==> src/rtl/csa_pkg.sv <==
// Shared types and helpers for the block-serial carry-select adder.
// Holds the FSM state encoding and the index-width function.
package csa_pkg;

  typedef enum logic [1:0] {
    IDLE,
    ADD,
    DONE
  } csa_state_t;

  function automatic int clog2(input int n);
    int r;
    r = 0;
    while ((1 << r) < n) r++;
    return r;
  endfunction

endpackage

==> src/rtl/csa_block.sv <==
// One carry-select slice: two ripple chains, for carry-in 0 and 1.
// Also exposes the carry into the slice MSB for overflow detection.
module csa_block #(
  parameter int BLOCK = 4
) (
  input  logic [BLOCK-1:0] a,
  input  logic [BLOCK-1:0] b,
  output logic [BLOCK-1:0] s0,
  output logic [BLOCK-1:0] s1,
  output logic             c0,
  output logic             c1,
  output logic             cm0,
  output logic             cm1
);

  logic [BLOCK:0] k0;
  logic [BLOCK:0] k1;

  assign k0[0] = 1'b0;
  assign k1[0] = 1'b1;

  for (genvar i = 0; i < BLOCK; i++) begin : g_bit
    full_adder u_fa0 (
      .a_i(a[i]),
      .b_i(b[i]),
      .c_i(k0[i]),
      .s_o(s0[i]),
      .c_o(k0[i+1])
    );
    full_adder u_fa1 (
      .a_i(a[i]),
      .b_i(b[i]),
      .c_i(k1[i]),
      .s_o(s1[i]),
      .c_o(k1[i+1])
    );
  end

  assign c0  = k0[BLOCK];
  assign c1  = k1[BLOCK];
  assign cm0 = k0[BLOCK-1];
  assign cm1 = k1[BLOCK-1];

endmodule

==> src/rtl/full_adder.sv <==
// One-bit full adder cell.
// Basic ripple element for the carry-select slices.
module full_adder (
  input  logic a_i,
  input  logic b_i,
  input  logic c_i,
  output logic s_o,
  output logic c_o
);

  assign s_o = a_i ^ b_i ^ c_i;
  assign c_o = (a_i & b_i) | (c_i & (a_i ^ b_i));

endmodule

==> src/rtl/block_serial_csa.sv <==
// Sequential carry-select add/sub: one BLOCK-bit slice per clock, LSB first.
// Run/Done handshake; DONE waits for Run low so a held Run cannot retrigger.
module block_serial_csa
  import csa_pkg::*;
#(
  parameter int WIDTH = 16,
  parameter int BLOCK = 4
) (
  input  logic             Clk,
  input  logic             Reset,
  input  logic             Run,
  input  logic             Sub,
  input  logic [WIDTH-1:0] A,
  input  logic [WIDTH-1:0] B,
  output logic [WIDTH-1:0] S,
  output logic             Cout,
  output logic             Ovf,
  output logic             Busy,
  output logic             Done
);

  localparam int NBLK = WIDTH / BLOCK;
  localparam int IW   = (clog2(NBLK) < 1) ? 1 : clog2(NBLK);
  localparam logic [IW-1:0] LAST = IW'(NBLK - 1);

  csa_state_t state_q, state_d;

  logic [NBLK-1:0][BLOCK-1:0] a_q, b_q, s_q;
  logic [IW-1:0] idx_q;
  logic carry_q, cout_q, ovf_q;

  logic [BLOCK-1:0] s0, s1, sum;
  logic c0, c1, cm0, cm1;
  logic carry_n, cm;

  csa_block #(.BLOCK(BLOCK)) u_blk (
    .a  (a_q[idx_q]),
    .b  (b_q[idx_q]),
    .s0 (s0),
    .s1 (s1),
    .c0 (c0),
    .c1 (c1),
    .cm0(cm0),
    .cm1(cm1)
  );

  assign sum     = carry_q ? s1 : s0;
  assign carry_n = c0 | (c1 & carry_q);
  assign cm      = carry_q ? cm1 : cm0;

  always_comb begin
    state_d = state_q;
    unique case (state_q)
      IDLE:    if (Run) state_d = ADD;
      ADD:     if (idx_q == LAST) state_d = DONE;
      DONE:    if (!Run) state_d = IDLE;
      default: state_d = IDLE;
    endcase
  end

  always_ff @(posedge Clk) begin
    if (Reset) state_q <= IDLE;
    else       state_q <= state_d;
  end

  always_ff @(posedge Clk) begin
    if (Reset) begin
      a_q     <= '0;
      b_q     <= '0;
      s_q     <= '0;
      idx_q   <= '0;
      carry_q <= 1'b0;
      cout_q  <= 1'b0;
      ovf_q   <= 1'b0;
    end else begin
      unique case (state_q)
        IDLE: if (Run) begin
          a_q     <= A;
          b_q     <= B ^ {WIDTH{Sub}};
          carry_q <= Sub;
          idx_q   <= '0;
          s_q     <= '0;
          cout_q  <= 1'b0;
          ovf_q   <= 1'b0;
        end
        ADD: begin
          s_q[idx_q] <= sum;
          carry_q    <= carry_n;
          idx_q      <= idx_q + IW'(1);
          // overflow: carry into the sign bit differs from carry out of it
          if (idx_q == LAST) begin
            cout_q <= carry_n;
            ovf_q  <= cm ^ carry_n;
          end
        end
        default: ;
      endcase
    end
  end

  assign S    = s_q;
  assign Cout = cout_q;
  assign Ovf  = ovf_q;
  assign Busy = (state_q == ADD);
  assign Done = (state_q == DONE);

endmodule

==> config.mk <==
export PLATFORM = sky130hd
export DESIGN_NAME = block_serial_csa
export DESIGN_NICKNAME = d
export VERILOG_FILES = /design/src/rtl/csa_pkg.sv /design/src/rtl/csa_block.sv /design/src/rtl/full_adder.sv /design/src/rtl/block_serial_csa.sv
export SDC_FILE = /design/constraint.sdc
export NUM_CORES = 1
export LEC_CHECK = 0
export ABC_AREA = 1
export BUFFER_PORTS_ARGS = -buffer_cell sky130_fd_sc_hd__buf_2
export CORE_MARGIN = 10
export CORE_UTILIZATION = 40
export DETAILED_ROUTE_END_ITERATION = 8
export GPL_TIMING_DRIVEN = 1
export MAX_ROUTING_LAYER = met4
export PLACE_DENSITY = 0.65
export SLEW_MARGIN = 20
export SYNTH_ARGS = -nofsm -noshare
export SYNTH_HDL_FRONTEND = slang
export SYNTH_SLANG_ARGS = --single-unit
==> constraint.sdc <==
create_clock -name Clk -period 2.5 [get_ports Clk]
set_clock_uncertainty 0.1 [all_clocks]
set_input_delay 0.25 -clock Clk [delete_from_list [all_inputs] [get_ports Clk]]
set_output_delay 0.25 -clock Clk [all_outputs]
set_load 0.02 [all_outputs]
======== Word level (Yosys, flattened, before mapping) ========
Cells that the tools add are included.
word-level totals
  flip-flop bits (word level) ............. 55
  ROM bits ................................ 0
  output and inout port bits .............. 20
  logic and storage cells ................. 89
  bits in latches ......................... 0
  memories kept ........................... 0
  bits in writable memories ............... 0
  input bits .............................. 36
cells by class
  mux-type cells .......................... 24
  magnitude comparators ................... 2
  reduce and logical (&&, ||, !) cells .... 7
  $mul .................................... 0
  shift-type cells ........................ 0
  bitwise logic cells ..................... 32
  equality and inequality tests ........... 6
  div/mod/pow operators ................... 0
  add/sub/neg operators ................... 1
operators with widths
  operator                                                           number
  one-hot mux 16 bit (2 select lines)                                1
  binary-select mux 4 bit (select 2 bit)                             2
  bitwise mux 16 bit                                                 1
  2-to-1 mux 16 bit                                                  1
  2-to-1 mux 4 bit                                                   4
  XOR 16 bit                                                         1
  AND 1 bit                                                          11
  XOR 1 bit                                                          11
  demux 4 bit (select 2 bit)                                         1
  2-to-1 mux 2 bit                                                   4
  OR 1 bit                                                           8
  one-hot mux 1 bit (2 select lines)                                 3
  one-hot mux 2 bit (3 select lines)                                 1
  AND reduction 3 bit                                                2
  2-to-1 mux 1 bit                                                   5
  == test 2 bit, second input constant                               2
  inequality test 2 bit, second input constant                       2
  one-hot mux 2 bit (2 select lines)                                 1
  AND reduction 2 bit                                                2
  less-than comparator 2 x 3 -> 1 bit, second input constant         1
  adder 2 x 1 -> 2 bit, second input constant                        1
  == test 2 x 1 -> 1 bit, second input constant                      1
  greater-or-equal comparator 2 x 1 -> 1 bit, second input constant  1
  logical NOT 2 bit                                                  1
  4 further kinds                                                    4

======== Longest topological paths before layout ========
  depth after elaboration ................. 15
  gate-level depth with buffers ........... 17
  depth with buffers taken out ............ 17

======== Hierarchy ========
From an unflattened synthesis, not the netlist that was laid out.
unflattened totals
  cells, all modules ...................... 367
  area total of the unflattened synthesis .. 2,701.3 µm²
by module, submodules not included
  module            cells each  seq. area each (µm²)  area an instance (µm²)  times used
  block_serial_csa  357         1,101.1               2,533.7                 1
  full_adder        1           0.0                   20.0                    8
  csa_block         2           0.0                   7.5                     1

======== Worst setup path before layout ========
OpenSTA, ideal clock, no wires.
  path kind ............................... reg-to-reg
  start point ............................. reg idx_q[0]
  end point ............................... reg s_q, in the netlist S[11]
  setup slack ............................. 257 ps
  arrival ................................. 2,010 ps
  data required time ...................... 2,268 ps
  library setup time ...................... 132 ps
  cell stages (with the launch flop) ...... 15
  period minus slack after synthesis ...... 2,243 ps
  path buffers ............................ 2
  cell sequence ........................... dfxtp_1 buf_2 buf_1 o21ai_0 o22ai_1 ha_1 nand2_1 nand2_1 nand2_1 nand2_1 nand2_1 nand2_1 or2_4 nand3_1 a21oi_1
between the ends
  cells in the longest elaborated chain, start to end .. 12
  elaborated cells on any way between the ends .. 30
  classes of those cells .................. order compare: 2; mux: 9; bitwise: 18; reduce/logical: 1
ends and longest elaborated chain
  item                                                       RTL line                                        source
  start: declaration                                         block_serial_csa.sv:29                          logic [IW-1:0] idx_q;
  start signal: assignment                                   block_serial_csa.sv:89                          idx_q <= idx_q + IW'(1);
  binary-select mux 4 bit (select 2 bit) (on tied branches)  block_serial_csa.sv:37, block_serial_csa.sv:38
  2-to-1 mux 4 bit (on tied branches)                        block_serial_csa.sv:37, block_serial_csa.sv:38
  AND 1 bit / XOR 1 bit (equally long branches)              full_adder.sv:12                                assign c_o = (a_i & b_i) | (c_i & (a_i ^ b_i));
  OR 1 bit                                                   full_adder.sv:12
  AND 1 bit                                                  full_adder.sv:12
  OR 1 bit                                                   full_adder.sv:12
  AND 1 bit                                                  full_adder.sv:12
  OR 1 bit                                                   full_adder.sv:12
  XOR 1 bit                                                  full_adder.sv:11                                assign s_o = a_i ^ b_i ^ c_i;
  2-to-1 mux 4 bit                                           block_serial_csa.sv:47                          assign sum = carry_q ? s1 : s0;
  bitwise mux 16 bit *                                       block_serial_csa.sv:87                          s_q[idx_q] <= sum;
  one-hot mux 16 bit (2 select lines) *                      block_serial_csa.sv:76                          unique case (state_q)
  end signal: indexed assignment                             block_serial_csa.sv:87
  end: declaration                                           block_serial_csa.sv:28                          logic [NBLK-1:0][BLOCK-1:0] a_q, b_q, s_q;
Mark *: on every way between the ends. The rest lies on a longest branch, timed or not. The select of a mux whose other input is x is not followed.
A chain may end at the register's enable or synchronous reset.

======== Final worst setup path ========
  start point ............................. reg idx_q[0]
  end point ............................... reg s_q, in the netlist S[6]
between the ends
  cells in the longest elaborated chain, start to end .. 10
  elaborated cells on any way between the ends .. 24
  classes of those cells .................. order compare: 2; mux: 9; bitwise: 12; reduce/logical: 1
ends and longest elaborated chain
  item                                                       RTL line
  binary-select mux 4 bit (select 2 bit) (on tied branches)  block_serial_csa.sv:37, block_serial_csa.sv:38
  2-to-1 mux 4 bit (on tied branches)                        block_serial_csa.sv:37, block_serial_csa.sv:38
  AND 1 bit / XOR 1 bit (equally long branches)              full_adder.sv:12
  OR 1 bit                                                   full_adder.sv:12
  AND 1 bit                                                  full_adder.sv:12
  OR 1 bit                                                   full_adder.sv:12
  XOR 1 bit                                                  full_adder.sv:11
  2-to-1 mux 4 bit                                           block_serial_csa.sv:47
  bitwise mux 16 bit *                                       block_serial_csa.sv:87
  one-hot mux 16 bit (2 select lines) *                      block_serial_csa.sv:76
Marks and branches as above.

==> key figures <==
Setup path
  – CP required: about 2.6 ns
  – Worst Path Arrival: 2.34 ns
  – Crit path kind: flop to flop
  – Endpoint type of the worst setup path: flop
  – Maximum fanout along the worst path: 19
  – Startpoint Class: flop

Detailed routing
  – WL/cell: between 10 and 15 um
  – Antenna-violating nets left: 0
  – DR vias: between 2000 and 2500
  – First-pass DRT Iterations: 4
  – Via density: slightly below 5
  – Final wirelength: 6070 um
  – # DRC: 0
  – DR iter-0 viols: 93

STA
  – RSZ-0062 raised after global routing: no
  – Max transition margin: 0.580
  – Tcrit/Tclk final: 0.879
  – Min Tclk post-route: between 2 and 2.5 ns
  – Hold WS: 0.0848 ns
  – Fmax: 455 MHz
  – Final slew viol count: 0
  – Final setup violation count: 0
  – Fin. Hold Viols: 0
  – Least-Margin Pin Slew: 0.628 ns
  – Setup TNS: 0 ns
  – Worst Slack Setup Final: approximately 0.30 ns

Synth
  – Cells after synthesis: ~350
  – Seq/Total Area, Yosys: 0.415
  – Syn avg cell area: around 7.6 um2
  – Ys flop type: dfxtp_1
  – Yosys top cell area share: 0.415
  – Register bit total from synthesis: 55
  – Syn_nets: 394
  – Synth unique cells: 30
  – Number of synthesized flops with an enable pin: 0
  – Async set-or-reset flop fraction in the synthesized netlist: 0
  – Ranking of synthesized cells by area: dfxtp_1 (42%), nor2_1 (9.1%), nand2_1 (8.8%)
  – Synthesized cell area: between 2000 and 3000 um2
  – Cell taking the most area after synthesis: dfxtp_1
  – Number of synthesis warnings: 0

Place
  – Pre-CTS setup slack: approximately 0.22 ns
  – RD Place Congestion: slightly above 0.9
  – Post-DP HPWL: roughly 4600 um
  – Port Buf Inserts: 55

Floorplan
  – Die X: just over 100 um
  – Core area: roughly 6400 um2
  – Die area: 10300 um2
  – Initial Util: 0.415
  – Row count: 29
  – Die Height: roughly 100 um
  – I/O pin total: 56

GRT
  – Gr usage total: 0.123
  – Vias in the first global route: between 2000 and 2500
  – First-pass GRT wire length: around 10000 um
  – Antenna violations before repair: 0
  – GR Overflow Total: 0
  – Largest net degree at the start of global routing: 38

CTS
  – CTS clk-pin slew, worst paths: 0.09 ns
  – CTS Buf Count: 5
  – Buffer count from post-CTS setup fixing: 0
  – Root buffer cell: clkbuf_8
  – H-tree Lvls: 2
  – CTS Buffer Depth: 2
  – TritonCTS clock tree: yes
  – Clk_lat worst skew: between 0.3 and 0.4 ns
  – Num Clock Sinks: 55

Pwr
  – LEAKAGE: ~1.4 nW
  – Power per cell area: 633 nW/um2
  – Maximum VDD drop: around 0.35 mV

Run
  – Max-Cap Viols: 0

Final layout
  – Share of cells above drive strength 1: 0.211
  – Most common cell after layout, fill and taps aside: nor2_1
  – Commonest non-fill, non-tap cells in the layout: nor2_1 (64), nand2_1 (62), dfxtp_1 (55), buf_2 (55), o21ai_0 (31)
  – Area grow syn2layout: 15.2%
  – Fill count: around 670
  – Fin nets: between 400 and 500
  – Diodes inserted: 0

Hold path
  – Hold/Removal Path Class: primary input to flop

Status
  – Status: complete, no violations
[critical path, stage by stage, from the launching register on]
cell,delay [ns]
dfxtp_1,0.35
inv_2,0.25
nand2_1,0.09
a32oi_1,0.25
inv_1,0.07
ha_1,0.21
inv_1,0.06
nand2_1,0.06
nand3_1,0.06
o21ai_0,0.13
xnor2_2,0.27
nand2_1,0.08
a21oi_1,0.14
[Yosys cell counts, types with 3 or more instances]
cell type and instances:
dfxtp_1 55, ha_1 9, a211oi_2 4, a211oi_1 12, a21oi_1 24, nand2_1 62, o21ai_0 31, inv_1 21
inv_2 3, xnor2_1 17, nor2_1 64, o22ai_1 6, nand3_1 8, clkbuf_1 6, nor2_4 3, buf_2 6
[routing by layer]
metal / GRT usage / share of wire
met2: 0.201 / 0.47
met1: 0.147 / 0.47
met5: - / 0
met4: 0.0322 / 0.0069
met3: 0.0313 / 0.058
[registers in the layout (all words and copies together) (netlist names)]
signal / cells
Ovf: 1
state_q: 2
S: 16
carry_q: 1
a_q: 16
b_q: 16
idx_q: 2
Cout: 1
[path summary, 6_finish.rpt]
kind                         startpoint              endpoint  slack [ns]  cells past startpoint
setup reg to reg  idx_q[0]$_SDFFE_PP0P_     S[6]$_SDFFE_PP0P_        0.30                     12
hold / removal                    A[15]  a_q[15]$_SDFFE_PP0P_        0.08                      3
hold reg to reg       S[4]$_SDFFE_PP0P_     S[4]$_SDFFE_PP0P_        0.36                      2
setup / recovery  idx_q[0]$_SDFFE_PP0P_     S[6]$_SDFFE_PP0P_        0.30                     12
[kinds of logic after synthesis]
group,count (synthesis),share of synthesized area
buffers and inverters,44,0.0764
adder cells (fa/ha/maj),9,0.0425
flip-flops,55,0.415
AO/OA/AOI/OAI,81,0.182
AND/OR/NAND/NOR,141,0.222
XOR/XNOR,19,0.0627
[per-stage QoR]
step | cell area (um2) | instances | util | total power [W]
detailed placement | 2960 | 468 | 0.464 | 0.00147
CTS | 3050 | 476 | 0.477 | 0.00194
global placement | 2960 | 468 | 0.464 | 0.00146
global route | 3060 | 476 | 0.478 | 0.00206
finish | 3060 | 476 | 0.478 | 0.00193
floorplan | 2650 | 349 | - | 0.00135
[cell type report]
cell class / instances / area [um2] / share of cell area
clock buffers: 6 / 72.6 / 0.0238
clock inverters: 2 / 12.5 / 0.00410
inverters: 25 / 96.3 / 0.0315
multi-input cells: 250 / 1360 / 0.444
flip-flops and latches: 55 / 1100 / 0.360
well taps: 77 / 96.3 / 0.0315
repair buffers: 61 / 320 / 0.105
[report_power, final]
group	leakage, nW	internal [W]	switching (W)
Sequential	0.452	0.000939	0.0000366
Combinational	0.868	0.000186	0.000292
Clock	0.0412	0.000196	0.000283
Total	1.36	0.00132	0.000612
[repair_timing]
item                       4_1_cts  5_1_grt
setup endpoints to repair        0        4
hold buffers                     0        0
resized for setup                0        1
Power figures use the tool's default switching activity.
